$ cat config.mk
export PLATFORM = sky130hd
export DESIGN_NAME = mux_nto1_rr_reg
export DESIGN_NICKNAME = d
export VERILOG_FILES = /design/src/rtl/mux_pkg.sv /design/src/rtl/mux_nto1_rr_reg_rr_arbiter.sv /design/src/rtl/mux_nto1_rr_reg.sv
export SDC_FILE = /design/constraint.sdc
export NUM_CORES = 1
export LEC_CHECK = 0
export CAP_MARGIN = 20
export CORE_MARGIN = 2
export CORE_UTILIZATION = 25
export CTS_BUF_LIST = sky130_fd_sc_hd__clkbuf_8
export DETAILED_ROUTE_END_ITERATION = 7
export GPL_TIMING_DRIVEN = 1
export PLACE_DENSITY = 0.63
export SYNTH_ARGS = -nofsm -noshare
export SYNTH_HDL_FRONTEND = slang
export SYNTH_SLANG_ARGS = --single-unit
$ cat constraint.sdc
create_clock -name clk_in -period 3.2 [get_ports clk_in]
set_clock_uncertainty 0.05 [all_clocks]
set_input_delay 0.64 -clock clk_in [delete_from_list [all_inputs] [get_ports clk_in]]
set_output_delay 0.64 -clock clk_in [all_outputs]
set_load 0.005 [all_outputs]
$ cat src/rtl/mux_pkg.sv
// mux_pkg: shared types and helpers for the handshaked N:1 mux family.
package mux_pkg;

    typedef enum logic {
        MUX_EMPTY = 1'b0,
        MUX_FULL  = 1'b1
    } mux_state_e;

    // Index width that never collapses to zero bits.
    function automatic int sel_width(input int n);
        return (n <= 2) ? 1 : $clog2(n);
    endfunction

endpackage

$ cat src/rtl/mux_nto1_rr_reg_rr_arbiter.sv
// rr_arbiter: one-hot grant plus binary index over a request vector.
// Round-robin from ptr when MUX_NTO1_RR_EN is defined, else fixed priority.
module rr_arbiter
    import mux_pkg::*;
#(
    parameter int NUM_CH = 4,
    parameter int SEL_W  = sel_width(NUM_CH)
) (
    input  logic [NUM_CH-1:0] req,
    input  logic [SEL_W-1:0]  ptr,
    input  logic              enable,
    output logic [NUM_CH-1:0] grant,
    output logic [SEL_W-1:0]  idx
);

    int   c;
    logic found;

`ifndef MUX_NTO1_RR_EN
    logic unused_ptr;
    assign unused_ptr = ^ptr;
`endif

    always_comb begin
        grant = '0;
        idx   = '0;
        found = 1'b0;
        c     = 0;
        for (int k = 0; k < NUM_CH; k++) begin
`ifdef MUX_NTO1_RR_EN
            // ptr < NUM_CH, so one subtraction wraps the search
            c = int'(ptr) + k;
            if (c >= NUM_CH) c = c - NUM_CH;
`else
            c = k;
`endif
            if (enable && !found && req[c]) begin
                found    = 1'b1;
                grant[c] = 1'b1;
                idx      = c[SEL_W-1:0];
            end
        end
    end

endmodule

$ cat src/rtl/mux_nto1_rr_reg.sv
// mux_nto1_rr_reg: N:1 handshaked mux, internal arbiter, one-entry output reg.
// Define MUX_NTO1_RR_EN for round-robin; otherwise fixed priority (ch0 highest).
module mux_nto1_rr_reg
    import mux_pkg::*;
#(
    parameter  int NUM_CH = 4,
    parameter  int DATA_W = 8,
    localparam int SEL_W  = sel_width(NUM_CH)
) (
    input  logic                     clk_in,
    input  logic                     rst_n_in,
    input  logic [NUM_CH*DATA_W-1:0] d_in,
    input  logic [NUM_CH-1:0]        valid_in,
    output logic [NUM_CH-1:0]        ready_out,
    output logic [DATA_W-1:0]        y_out,
    output logic [SEL_W-1:0]         sel_out,
    output logic                     valid_out,
    input  logic                     ready_in
);

    mux_state_e        state_q, state_d;
    logic              accept;
    logic              transfer;
    logic [NUM_CH-1:0] grant;
    logic [SEL_W-1:0]  idx;
    logic [SEL_W-1:0]  ptr;
    logic [DATA_W-1:0] y_q;
    logic [SEL_W-1:0]  sel_q;

    // Reset term keeps every ready_out low while reset is held
    assign accept = rst_n_in & ((state_q == MUX_EMPTY) | ready_in);

    rr_arbiter #(
        .NUM_CH (NUM_CH),
        .SEL_W  (SEL_W)
    ) u_arb (
        .req    (valid_in),
        .ptr    (ptr),
        .enable (accept),
        .grant  (grant),
        .idx    (idx)
    );

    assign ready_out = grant & {NUM_CH{accept}};
    assign transfer  = |(valid_in & ready_out);

    always_comb begin
        state_d = state_q;
        unique case (state_q)
            MUX_EMPTY: if (transfer) state_d = MUX_FULL;
            MUX_FULL:  if (ready_in && !transfer) state_d = MUX_EMPTY;
            default:   state_d = MUX_EMPTY;
        endcase
    end

    always_ff @(posedge clk_in or negedge rst_n_in) begin
        if (!rst_n_in) begin
            state_q <= MUX_EMPTY;
            y_q     <= '0;
            sel_q   <= '0;
        end else begin
            state_q <= state_d;
            if (transfer) begin
                y_q   <= d_in[idx*DATA_W +: DATA_W];
                sel_q <= idx;
            end
        end
    end

`ifdef MUX_NTO1_RR_EN
    logic [SEL_W-1:0] ptr_q;

    always_ff @(posedge clk_in or negedge rst_n_in) begin
        if (!rst_n_in) begin
            ptr_q <= '0;
        end else if (transfer) begin
            ptr_q <= (idx == SEL_W'(NUM_CH - 1)) ? '0 : idx + SEL_W'(1);
        end
    end

    assign ptr = ptr_q;
`else
    assign ptr = '0;
`endif

    assign y_out     = y_q;
    assign sel_out   = sel_q;
    assign valid_out = (state_q == MUX_FULL);

endmodule
# Word-level counts from Yosys, hierarchy flattened
# Index checks and enable logic that the tools add are counted.
[word_totals]
word_cells = 34
inputBits = 39
output_inout_bits = 15
reg_bits = 11
[op_classes]
n_shift = 1
muxes = 12
n_bitwise = 5
reduce_logical = 13
[ops]
columns = ["operator", "count"]
rows = [
  ["$shiftx A32 B6 Y8", 1],
  ["$mux W1", 9],
  ["$and A4 B4 Y4", 2],
  ["$logic_and A1 B1 Y1", 8],
  ["$logic_not A1 Y1", 4],
  ["$mux W2", 2],
  ["$reduce_or A4 Y1", 1],
  ["$pmux W1 S2", 1],
  ["$and A1 B1 Y1", 1],
  ["$not A1 Y1", 1],
  ["$or A1 B1 Y1", 1],
]

# Depth between registers and ports, before layout
# Gate-level depths: netlist of the first run.
[logic_depth]
depth_word = 24
depth_mapped = 4
ltp_nobuf = 3

# Cells and area by module
# From an unflattened synthesis of the first run, not the netlist that was laid out.
[unflattened]
hier_cells = 53
hier_area_um2 = 734.5
[by_module_without_submodules]
columns = ["module", "cells_each", "n_inst", "seq_area_each_um2", "area_each_um2"]
rows = [
  ["mux_nto1_rr_reg", 43, 1, 275.3, 665.6],
  ["rr_arbiter", 10, 1, 0.0, 68.8],
]

# Worst setup path before layout of the first run
# OpenSTA, ideal clock, no wires.
[synth_timing]
kind = "input to output"
from = "input valid_in[1]"
to = "output ready_out[3]"
slack_ps = 1182
path_buffers = 0
t_required_ps = 2510
arrival_time_ps = 1328
stages = 3
path_cell_list = "or2_4 nor3_4 and2_1"
[synth_between]
elab_chain_len = 11
[synth_lines]
columns = ["item", "line_no", "text"]
rows = [
  ["from (decl)", "mux_nto1_rr_reg.sv:13", "input logic [NUM_CH-1:0] valid_in,"],
  ["$logic_and A1 B1 Y1 (*)", "mux_nto1_rr_reg_rr_arbiter.sv:37", "if (enable && !found && req[c]) begin"],
  ["$mux W1 (*)", "mux_nto1_rr_reg_rr_arbiter.sv:37", ""],
  ["$logic_not A1 Y1", "mux_nto1_rr_reg_rr_arbiter.sv:37", ""],
  ["$logic_and A1 B1 Y1 (2 in a row)", "mux_nto1_rr_reg_rr_arbiter.sv:37", ""],
  ["$mux W1 (*)", "mux_nto1_rr_reg_rr_arbiter.sv:37", ""],
  ["$logic_not A1 Y1 (*)", "mux_nto1_rr_reg_rr_arbiter.sv:37", ""],
  ["$logic_and A1 B1 Y1 (*) (2 in a row)", "mux_nto1_rr_reg_rr_arbiter.sv:37", ""],
  ["$mux W1 (*)", "mux_nto1_rr_reg_rr_arbiter.sv:37", ""],
  ["$and A4 B4 Y4 (*)", "mux_nto1_rr_reg.sv:44", "assign ready_out = grant & {NUM_CH{accept}};"],
  ["to (decl)", "mux_nto1_rr_reg.sv:14", "output logic [NUM_CH-1:0] ready_out,"],
]
# Mark *: on every way between the ends. The rest lies on a longest branch, timed or not.

# Final worst setup path of the first run
[layout_timing]
from = "input ready_in"
to = "output ready_out[1]"
[layout_between]
elab_chain_len = 9
[layout_lines]
columns = ["item", "line_no", "text"]
rows = [
  ["from (decl)", "mux_nto1_rr_reg.sv:18", "input logic ready_in"],
  ["$or A1 B1 Y1 (*)", "mux_nto1_rr_reg.sv:31", "assign accept = rst_n_in & ((state_q == MUX_EMPTY) | ready_in);"],
  ["$and A1 B1 Y1 (*)", "mux_nto1_rr_reg.sv:31", ""],
  ["$logic_and A1 B1 Y1", "mux_nto1_rr_reg_rr_arbiter.sv:37", ""],
  ["$mux W1", "mux_nto1_rr_reg_rr_arbiter.sv:37", ""],
  ["$logic_not A1 Y1", "mux_nto1_rr_reg_rr_arbiter.sv:37", ""],
  ["$logic_and A1 B1 Y1 (2 in a row)", "mux_nto1_rr_reg_rr_arbiter.sv:37", ""],
  ["$mux W1", "mux_nto1_rr_reg_rr_arbiter.sv:37", ""],
  ["$and A4 B4 Y4 (*)", "mux_nto1_rr_reg.sv:44", ""],
]
# Marked as above.

==> results of run 1 <==
## cells in the final DEF (no fill, tap or decap)
cell | Yosys | layout
sky130_fd_sc_hd__clkdlybuf4s50_1 | 0 | 53
sky130_fd_sc_hd__nand3b_1 | 8 | 8
sky130_fd_sc_hd__dfrtp_1 | 11 | 11
sky130_fd_sc_hd__inv_2 | 1 | 1
sky130_fd_sc_hd__nor2_1 | 3 | 3
sky130_fd_sc_hd__buf_4 | 0 | 7
sky130_fd_sc_hd__a2bb2oi_1 | 1 | 1
sky130_fd_sc_hd__nand3_1 | 1 | 1
sky130_fd_sc_hd__a211oi_1 | 8 | 8
sky130_fd_sc_hd__inv_1 | 1 | 2
sky130_fd_sc_hd__or2_4 | 1 | 1
sky130_fd_sc_hd__nor3_1 | 1 | 1
sky130_fd_sc_hd__a221o_1 | 8 | 8
sky130_fd_sc_hd__o221a_2 | 1 | 1
sky130_fd_sc_hd__and2_1 | 2 | 2
sky130_fd_sc_hd__clkbuf_8 | 0 | 3
sky130_fd_sc_hd__nand2_1 | 9 | 9
sky130_fd_sc_hd__a22o_1 | 8 | 8
sky130_fd_sc_hd__and3b_1 | 1 | 1
sky130_fd_sc_hd__a31oi_1 | 1 | 1
sky130_fd_sc_hd__o311ai_4 | 1 | 1
sky130_fd_sc_hd__nor2b_1 | 2 | 2
sky130_fd_sc_hd__nor3_4 | 1 | 1
sky130_fd_sc_hd__nand2b_1 | 1 | 1
## power groups by stage
| stage | registers (mW) | logic, mW | clock network (mW) |
|---|---|---|---|
| after floorplan | 0.179 | 0.0648 | 0 |
| after global placement | 0.180 | 0.185 | 0 |
| after detailed placement | 0.179 | 0.188 | 0 |
| after CTS | 0.178 | 0.187 | 0.137 |
| after global routing | 0.181 | 0.201 | 0.144 |
| final | 0.178 | 0.185 | 0.133 |
## kinds of logic after synthesis
kind of cell	after synthesis
AND/OR/NAND/NOR	30
flip-flops	11
buffers and inverters	8
AO/OA/AOI/OAI	28
## state kept, by name, indices dropped and copies added (netlist names)
signal / count
valid_out: 1
sel_out: 2
y_out: 8
## worst max-delay path by stage
stage	startpoint	to	slack [ns]	depth (start not counted)
floorplan	valid_in[1]	ready_out[3]	1.18	3
global placement	ready_in	ready_out[1]	0.33	5
detailed placement	ready_in	ready_out[1]	0.28	5
CTS	ready_in	ready_out[1]	0.28	5
global route	ready_in	ready_out[1]	0.21	5
finish	ready_in	ready_out[1]	0.27	5
## routing by layer
metal | track usage | vias up | share of wire
met5 | 0 | - | 0
met4 | 0.0584 | 0 | 0.011
met3 | 0.0352 | 2 | 0.094
met2 | 0.241 | 39 | 0.47
met1 | 0.195 | 402 | 0.43
li1 | - | 416 | -
## cell type report
class / count / share of cell area
multi-input combinational: 58 / 0.318
timing repair buffer: 60 / 0.419
clock inverter: 1 / 0.00270
sequential: 11 / 0.198
clock buffer: 3 / 0.0296
tap: 31 / 0.0279
inverter: 2 / 0.00539
==> results.md, run 1 <==
Status:
- The run finished, with violations left.
- The checks that failed: design-rule violations.

Power:
- Of the total power, combinational logic draws 0.373.
- The internal power component is 371 µW.
- The analysis attributes to net switching a power of 125 µW.
- The power density over the cells is 356 mW/mm².
- Summing internal, switching and leakage power gives 496 µW.
- For this design the static power due to leakage is 0.558 nW.
- The portion of total power attributed to the clock network is 0.268.
- VDD sags by at most 0.000132 V.
- The share of total power dissipated in sequential elements is 0.358.
- Of the total power, the share spent switching nets is 0.252.

Clock network:
- The number of sinks handled by clock tree synthesis is 11.
- The TritonCTS buffer count is 3.
- In this run the number of H-tree levels came out at 1.
- The post-CTS setup repair buffer count is 0.
- The clock tree from TritonCTS is done.
- The maximum number of buffers from clock root to sink is 2.
- At the later pin of the worst-skew pair, clock insertion delay measures 0.23 ns.
- The total of hold buffers inserted after clock tree synthesis is 0.
- Gates resized during post-CTS repair numbered 0.
- After clock tree synthesis, the clock-pin slew on the worst setup and hold paths is 0.05 ns.
- In this run the clock root is driven by a sky130_fd_sc_hd__clkbuf_8.

Timing:
- Of the available clock period, the critical path in the final layout requires 0.915.
- The relative slew slack is 0.679.
- The final hold violation count is 0.
- Setup violations remaining at the end of the flow were counted as 0.
- The minimum period implied by the final worst setup slack is 2.93 ns.
- Timing would allow up to 342 MHz.
- The final critical-path setup slack is 0.272 ns.
- Setup repair after global routing left no endpoint under its margin.
- At the pin with the least slew margin, the transition time is 0.480 ns.
- Setup total negative slack on the finished layout was measured at 0 ns.
- The final count of pins violating max slew is 0.
- Across all hold checks on the routed design, the worst slack comes to 0.463 ns.

GRT:
- The maximum number of pins on one net before global-route repair is 19.
- The aggregate global-route resource usage is 0.150.
- The initial antenna violation count was 0.
- Summed over all layers, the global routing overflow is 0.
- The first-pass GRT wire length is 3880 µm.
- The via count of the first global-routing pass is 847.

Synthesis:
- The synthesized area per cell is 9.75 µm².
- Of the total synthesized cell area, the portion taken by XOR and XNOR cells is 0.
- The total standard cell area after synthesis is 751 µm².
- The adder and majority gate portion of the synthesized area is 0.
- The proportion of synthesized area in mux cells is 0.
- The complex-gate fraction of the synthesized area is 0.350.
- The combinational family with the most area after synthesis is compound AO/OA/AOI/OAI gates.
- During synthesis, Yosys emitted a total of 0 warnings.
- Summed over all instances, the cell type with the most area after synthesis is sky130_fd_sc_hd__dfrtp_1.
- Yosys mapped a number of flops with a built-in enable equal to 0.
- The number of different library cells used by synthesis comes to 23.
- After synthesis the netlist holds a flip-flop and latch count of 11.
- The most frequently used flop master after synthesis is sky130_fd_sc_hd__dfrtp_1.
- The number of nets in the synthesized netlist is 116.
- Of the synthesized area, sequential elements account for 0.367.
- The post-synthesis share of cell area spent on and, or, nand and nor gates is 0.240.
- Yosys attributes the largest share of cell area to sky130_fd_sc_hd__dfrtp_1, sky130_fd_sc_hd__a221o_1, sky130_fd_sc_hd__a22o_1, sky130_fd_sc_hd__a211oi_1, sky130_fd_sc_hd__nand3b_1.
- By count the netlist is led by sky130_fd_sc_hd__dfrtp_1, sky130_fd_sc_hd__nand2_1.
- The cell with the most instances after synthesis is sky130_fd_sc_hd__dfrtp_1.
- The cell count after synthesis came out at 77.
- The share of synthesized area in the top cell type comes to 0.367.
- Counting flops with an async set or reset pin after synthesis yields a share of 1.00.

Hold path:
- The depth of the worst hold-timing path is 1.
- The path class of the tightest hold or removal check is reg -> reg.
- The startpoint identified for the worst hold timing path is y_out[3].
- The path with the worst hold slack has its endpoint at y_out[3].

Detailed routing:
- The residual antenna-violating net count after detailed routing is 0.
- Summed over all layers, the routed wires come to 2420 µm.
- The routed length per instance is 14.6 µm.
- After detailed routing, the number of remaining DRC violations is 1.
- In the routed layout, each cell is associated on average with a via count of 5.17.
- The number of iterations in the first detailed-routing pass is 6.
- After the first detailed-routing iteration, the DRC count stood at 12.
- The total vias in the final route is 859.

Die:
- The effective utilization at floorplan is 0.268.
- The floorplan step set the die width to 58.8 µm.
- The area enclosed by the die boundary is 0.00346 mm².
- The floorplan step set the die height to 58.8 µm.
- In this run the standard cell core region covers 0.00281 mm².
- In this run the core area contains 19 standard-cell rows.
- In this run the count of I/O pins placed on the die edge is 54.

Job:
- The number of max-capacitance violations reported is 0.

Layout:
- The net count of the finished layout is 175.
- After filler insertion, the fill cell instance count of the layout stands at 281.
- In the final layout, the share of cells above drive strength 1 is 0.111.
- The final cell area excluding filler cells is 0.00139 mm².
- Summing all flip-flop and latch instances after layout gives 275 µm².
- Once layout is complete, the utilization of the core stands at 0.496.
- The number of diodes added for antenna fixing is 0.
- The multi-input combinational cells in the finished layout cover a total of 443 µm².
- Relative to the synthesized area, the layout overhead comes to 85.5%.
- After the flow finishes, the layout carries non-filler instances totaling 166.

Worst setup path:
- The data arrival at the endpoint of the critical path is 2.24 ns.
- The worst stage delay on the critical path is 0.43 ns.
- STA classifies the critical path startpoint as a primary input.
- The endpoint identified for the worst register-to-register timing path is y_out[1].
- The category of the most critical setup path is in -> out.
- The register-to-register setup slack is 1.65 ns.
- The highest-delay cell along the critical path is sky130_fd_sc_hd__clkdlybuf4s50_1.
- The worst register-to-register path begins at valid_out.
- By instance count, the cell type seen most on the critical path is sky130_fd_sc_hd__clkdlybuf4s50_1.
- The number of cells on the worst reg-to-reg path is 4.
- Data on the critical path is required at its endpoint by 2.51 ns.
- The cell type group with the largest total delay on the critical path is buffers and inverters.
- The highest fanout seen on the critical path is 5.
- The number of buffer and inverter stages on the critical path is 2.
- The worst setup path is captured at an output port.
- Traced cell by cell, the critical path runs through clkdlybuf4s50_1, nor2b_1, nor2_1, and3b_1, clkdlybuf4s50_1.

Placed design:
- The post-placement setup slack is 0.283 ns.
- The count of buffers added on input and output ports is 53.
- Including well taps, the total number of placed cells is 162.
- The last weighted congestion value of the routability-driven placer is 0.827.
- Summed over all nets, the half-perimeter wirelength after detailed placement is 2020 µm.
- The placed instances occupy a cell area of 0.00135 mm².
Note: power is estimated with default switching activity, not from simulation.
==> run 2, diff against run 1 <==
==> constraint.sdc (replaced) <==
create_clock -name clk_in -period 3.5 [get_ports clk_in]
set_clock_uncertainty 0.05 [all_clocks]
set_input_delay 0.7 -clock clk_in [delete_from_list [all_inputs] [get_ports clk_in]]
set_output_delay 0.7 -clock clk_in [all_outputs]
set_load 0.1 [all_outputs]
==> results.md, run 2 (synthesized netlist as in run 1, its figures left out) <==
Status:
- Status: complete, but fails checks (unchanged).
- Violated checks: design-rule violations (unchanged).

Worst setup path:
- The number of buffer and inverter stages on the critical path is 2 (unchanged).
- The depth of the most critical reg-to-reg path came to 5 (was 4).
- The startpoint of the worst-slack reg-to-reg timing path is valid_out (unchanged).
- Cells traversed along the worst timing path: clkdlybuf4s50_1, or2_4, nor3_4, and2_1, buf_12 (was clkdlybuf4s50_1, nor2b_1, nor2_1, and3b_1, clkdlybuf4s50_1).
- The highest-delay cell along the critical path is sky130_fd_sc_hd__clkdlybuf4s50_1 (unchanged).
- The register-to-register setup slack came to 2.04 ns (was 1.65 ns).
- The cell type group with the largest total delay on the critical path is buffers and inverters (unchanged).
- The category of the most critical setup path is in -> out (unchanged).
- The highest fanout seen on the critical path is 11 (was 5).
- The reg-to-reg critical path endpoint is y_out[7] (was y_out[1]).
- The critical path data required time is 2.75 ns (was 2.51 ns).
- The critical path startpoint category is a primary input (unchanged).
- The origin of the worst setup path is valid_in[1] (was ready_in).
- The kind of capture point of the worst setup path was an output port (unchanged).
- The data arrival at the endpoint of the critical path is 2.18 ns (was 2.24 ns).
- The worst stage delay on the critical path is 0.58 ns (was 0.43 ns).

Power:
- The power density over the cells is 440 mW/mm² (was 356 mW/mm²).
- The highest ir drop seen on vdd is 0.000148 V (was 0.000132 V).
- The static leakage power is 0.573 nW (was 0.558 nW).

Detailed routing:
- The DRC marker count from the first detailed-route iteration was 9 (was 12).
- The residual antenna-violating net count after detailed routing came to 0 (unchanged).
- The average vias per placed instance was 5.10 (was 5.17).
- The overall routed net length is 2450 µm (was 2420 µm).
- The number of remaining DRC errors is 1 (unchanged).
- The total vias in the final route came to 842 (was 859).
- The number of iterations in the first detailed-routing pass is 6 (unchanged).
- The routed length per instance is 14.8 µm (was 14.6 µm).

Layout:
- The final cell area excluding filler cells is 0.00143 mm² (was 0.00139 mm²).
- The filler cell count came to 274 (was 281).
- The relative area change from synthesis to final layout is 89.8% (was 85.5%).
- The number of diodes added for antenna fixing is 0 (unchanged).
- The total number of nets in the final design came to 174 (was 175).
- The flip-flop count of the largest register after layout is 8 (unchanged).
- Most frequent cells in the layout: sky130_fd_sc_hd__clkdlybuf4s50_1, sky130_fd_sc_hd__dfrtp_1, sky130_fd_sc_hd__nand2_1 (unchanged).
- The share of final-layout standard cells stronger than drive strength 1 is 0.134 (was 0.111).
- The leading cell type in the layout, fill and taps excluded is sky130_fd_sc_hd__clkdlybuf4s50_1 (unchanged).

Placed design:
- The last weighted congestion value of the routability-driven placer came to 0.799 (was 0.827).
- The post-detailed-placement half-perimeter wirelength is 2010 µm (was 2020 µm).
- The post-placement setup slack came to 0.578 ns (was 0.283 ns).
- The placed instance area is 0.00138 mm² (was 0.00135 mm²).
- The number of buffer cells added on primary ports is 53 (unchanged).

Timing:
- The final count of pins violating max slew is 0 (unchanged).
- The final cycle utilization of the critical path is 0.838.
- The final critical-path setup slack is 0.568 ns (was 0.272 ns).
- The total setup violations reported at the end of the flow is 0 (unchanged).
- The slew of the pin with the lowest slew margin was 0.974 ns (was 0.480 ns).
- The minimum period implied by the final worst setup slack is 2.93 ns.
- Unrepaired setup endpoints after global routing: no (unchanged).
- The aggregate negative setup slack is 0 ns (unchanged).
- The relative slew slack came to 0.349 (was 0.679).
- Based on the critical path, the design can be clocked at up to 341 MHz.
- The final hold violation count came to 0 (unchanged).

Clock network:
- The post-CTS setup repair buffer count is 0 (unchanged).
- The total of cells resized after clock tree synthesis is 0 (unchanged).
- The clock tree from TritonCTS is done (unchanged).
- The total of hold buffers inserted after clock tree synthesis is 0 (unchanged).
- The number of H-tree branching levels is 1 (unchanged).
- The clock latency on the worst-skew pair is 0.23 ns (about the same).
- The number of sinks handled by clock tree synthesis is 11 (unchanged).
- The maximum number of buffers from clock root to sink is 2 (unchanged).
- The clock edge transition at the registers on the reported setup and hold paths came to 0.05 ns (about the same).
- The TritonCTS buffer count came to 3 (unchanged).
- The cell at the root of the clock tree is sky130_fd_sc_hd__clkbuf_8 (unchanged).

Hold path:
- The startpoint of the lowest-slack hold path is y_out[0] (was y_out[3]).
- The depth of the worst hold-timing path was 1 (unchanged).
- The end of the worst hold path is y_out[0] (was y_out[3]).
- The type of the most critical hold path is reg -> reg (unchanged).

Die:
- The area of the core is 0.00281 mm² (unchanged).
- The chip width was 58.8 µm (unchanged).
- The die extent in y is 58.8 µm (unchanged).
- The I/O pin count was 54 (unchanged).
- The area enclosed by the die boundary was 0.00346 mm² (unchanged).
- The total number of placement rows is 19 (unchanged).
- The effective utilization at floorplan is 0.268 (unchanged).

GRT:
- The total global routing overflow came to 0 (unchanged).
- The maximum number of pins on one net before global-route repair came to 20 (was 19).
- The first-pass GRT wire length is 3890 µm (was 3880 µm).
- The initial antenna violation count is 0 (unchanged).
- The aggregate global-route resource usage is 0.154 (was 0.150).
- The via count of the first global-routing pass is 876 (was 847).

Job:
- The number of max-capacitance violations reported came to 0 (unchanged).
## run 2: changes by cell type in the layout (fill, tap and decap cells not counted)
cell	delta
sky130_fd_sc_hd__buf_12	+4
sky130_fd_sc_hd__clkdlybuf4s50_1	-4
sky130_fd_sc_hd__buf_4	-1
## run 2: worst max path at each step
stage                        end  slack [ns]  cells after the start
floorplan           ready_out[1]        0.59                      4
global placement    ready_out[2]        0.61                      5
detailed placement  ready_out[3]        0.58                      5
CTS                 ready_out[2]        0.57                      5
global route        ready_out[2]        0.50                      5
finish              ready_out[2]        0.57                      5
## run 2: cell type report
class                           instances  area (µm²)  share of cell area
Sequential cell                        11         275               0.193
Timing Repair Buffer                   59         616               0.432
Inverter                                2        7.51             0.00527
Clock inverter                          1        3.75             0.00263
Clock buffer                            3        41.3              0.0290
Multi-Input combinational cell         58         443               0.311
Tap cell                               31        38.8              0.0272
## run 2: where the power goes
group          total, mW  switching, mW  leakage, nW  internal [mW]
Combinational      0.342          0.226        0.411          0.116
Sequential         0.163         0.0140        0.135          0.149
Clock              0.122         0.0454       0.0269         0.0768
Total              0.627          0.286        0.573          0.341
## run 2: routing by layer
| metal | routed length, µm | GRT usage | vias to the layer above |
|---|---|---|---|
| met5 | 0 | 0 | - |
| met4 | 50 | 0.0877 | 0 |
| met3 | 166 | 0.0220 | 4 |
| met2 | 1160 | 0.256 | 41 |
| met1 | 1070 | 0.190 | 377 |
| li1 | - | - | 420 |
## run 2: per-stage QoR
stage	power, mW	std cells	hold slack (ns)	util
after floorplan	0.390	77	0.354	-
after global placement	0.507	161	0.448	0.492
after detailed placement	0.509	161	0.451	0.492
after CTS	0.633	165	0.463	0.508
after global routing	0.653	165	0.494	0.508
final	0.627	165	0.458	0.508
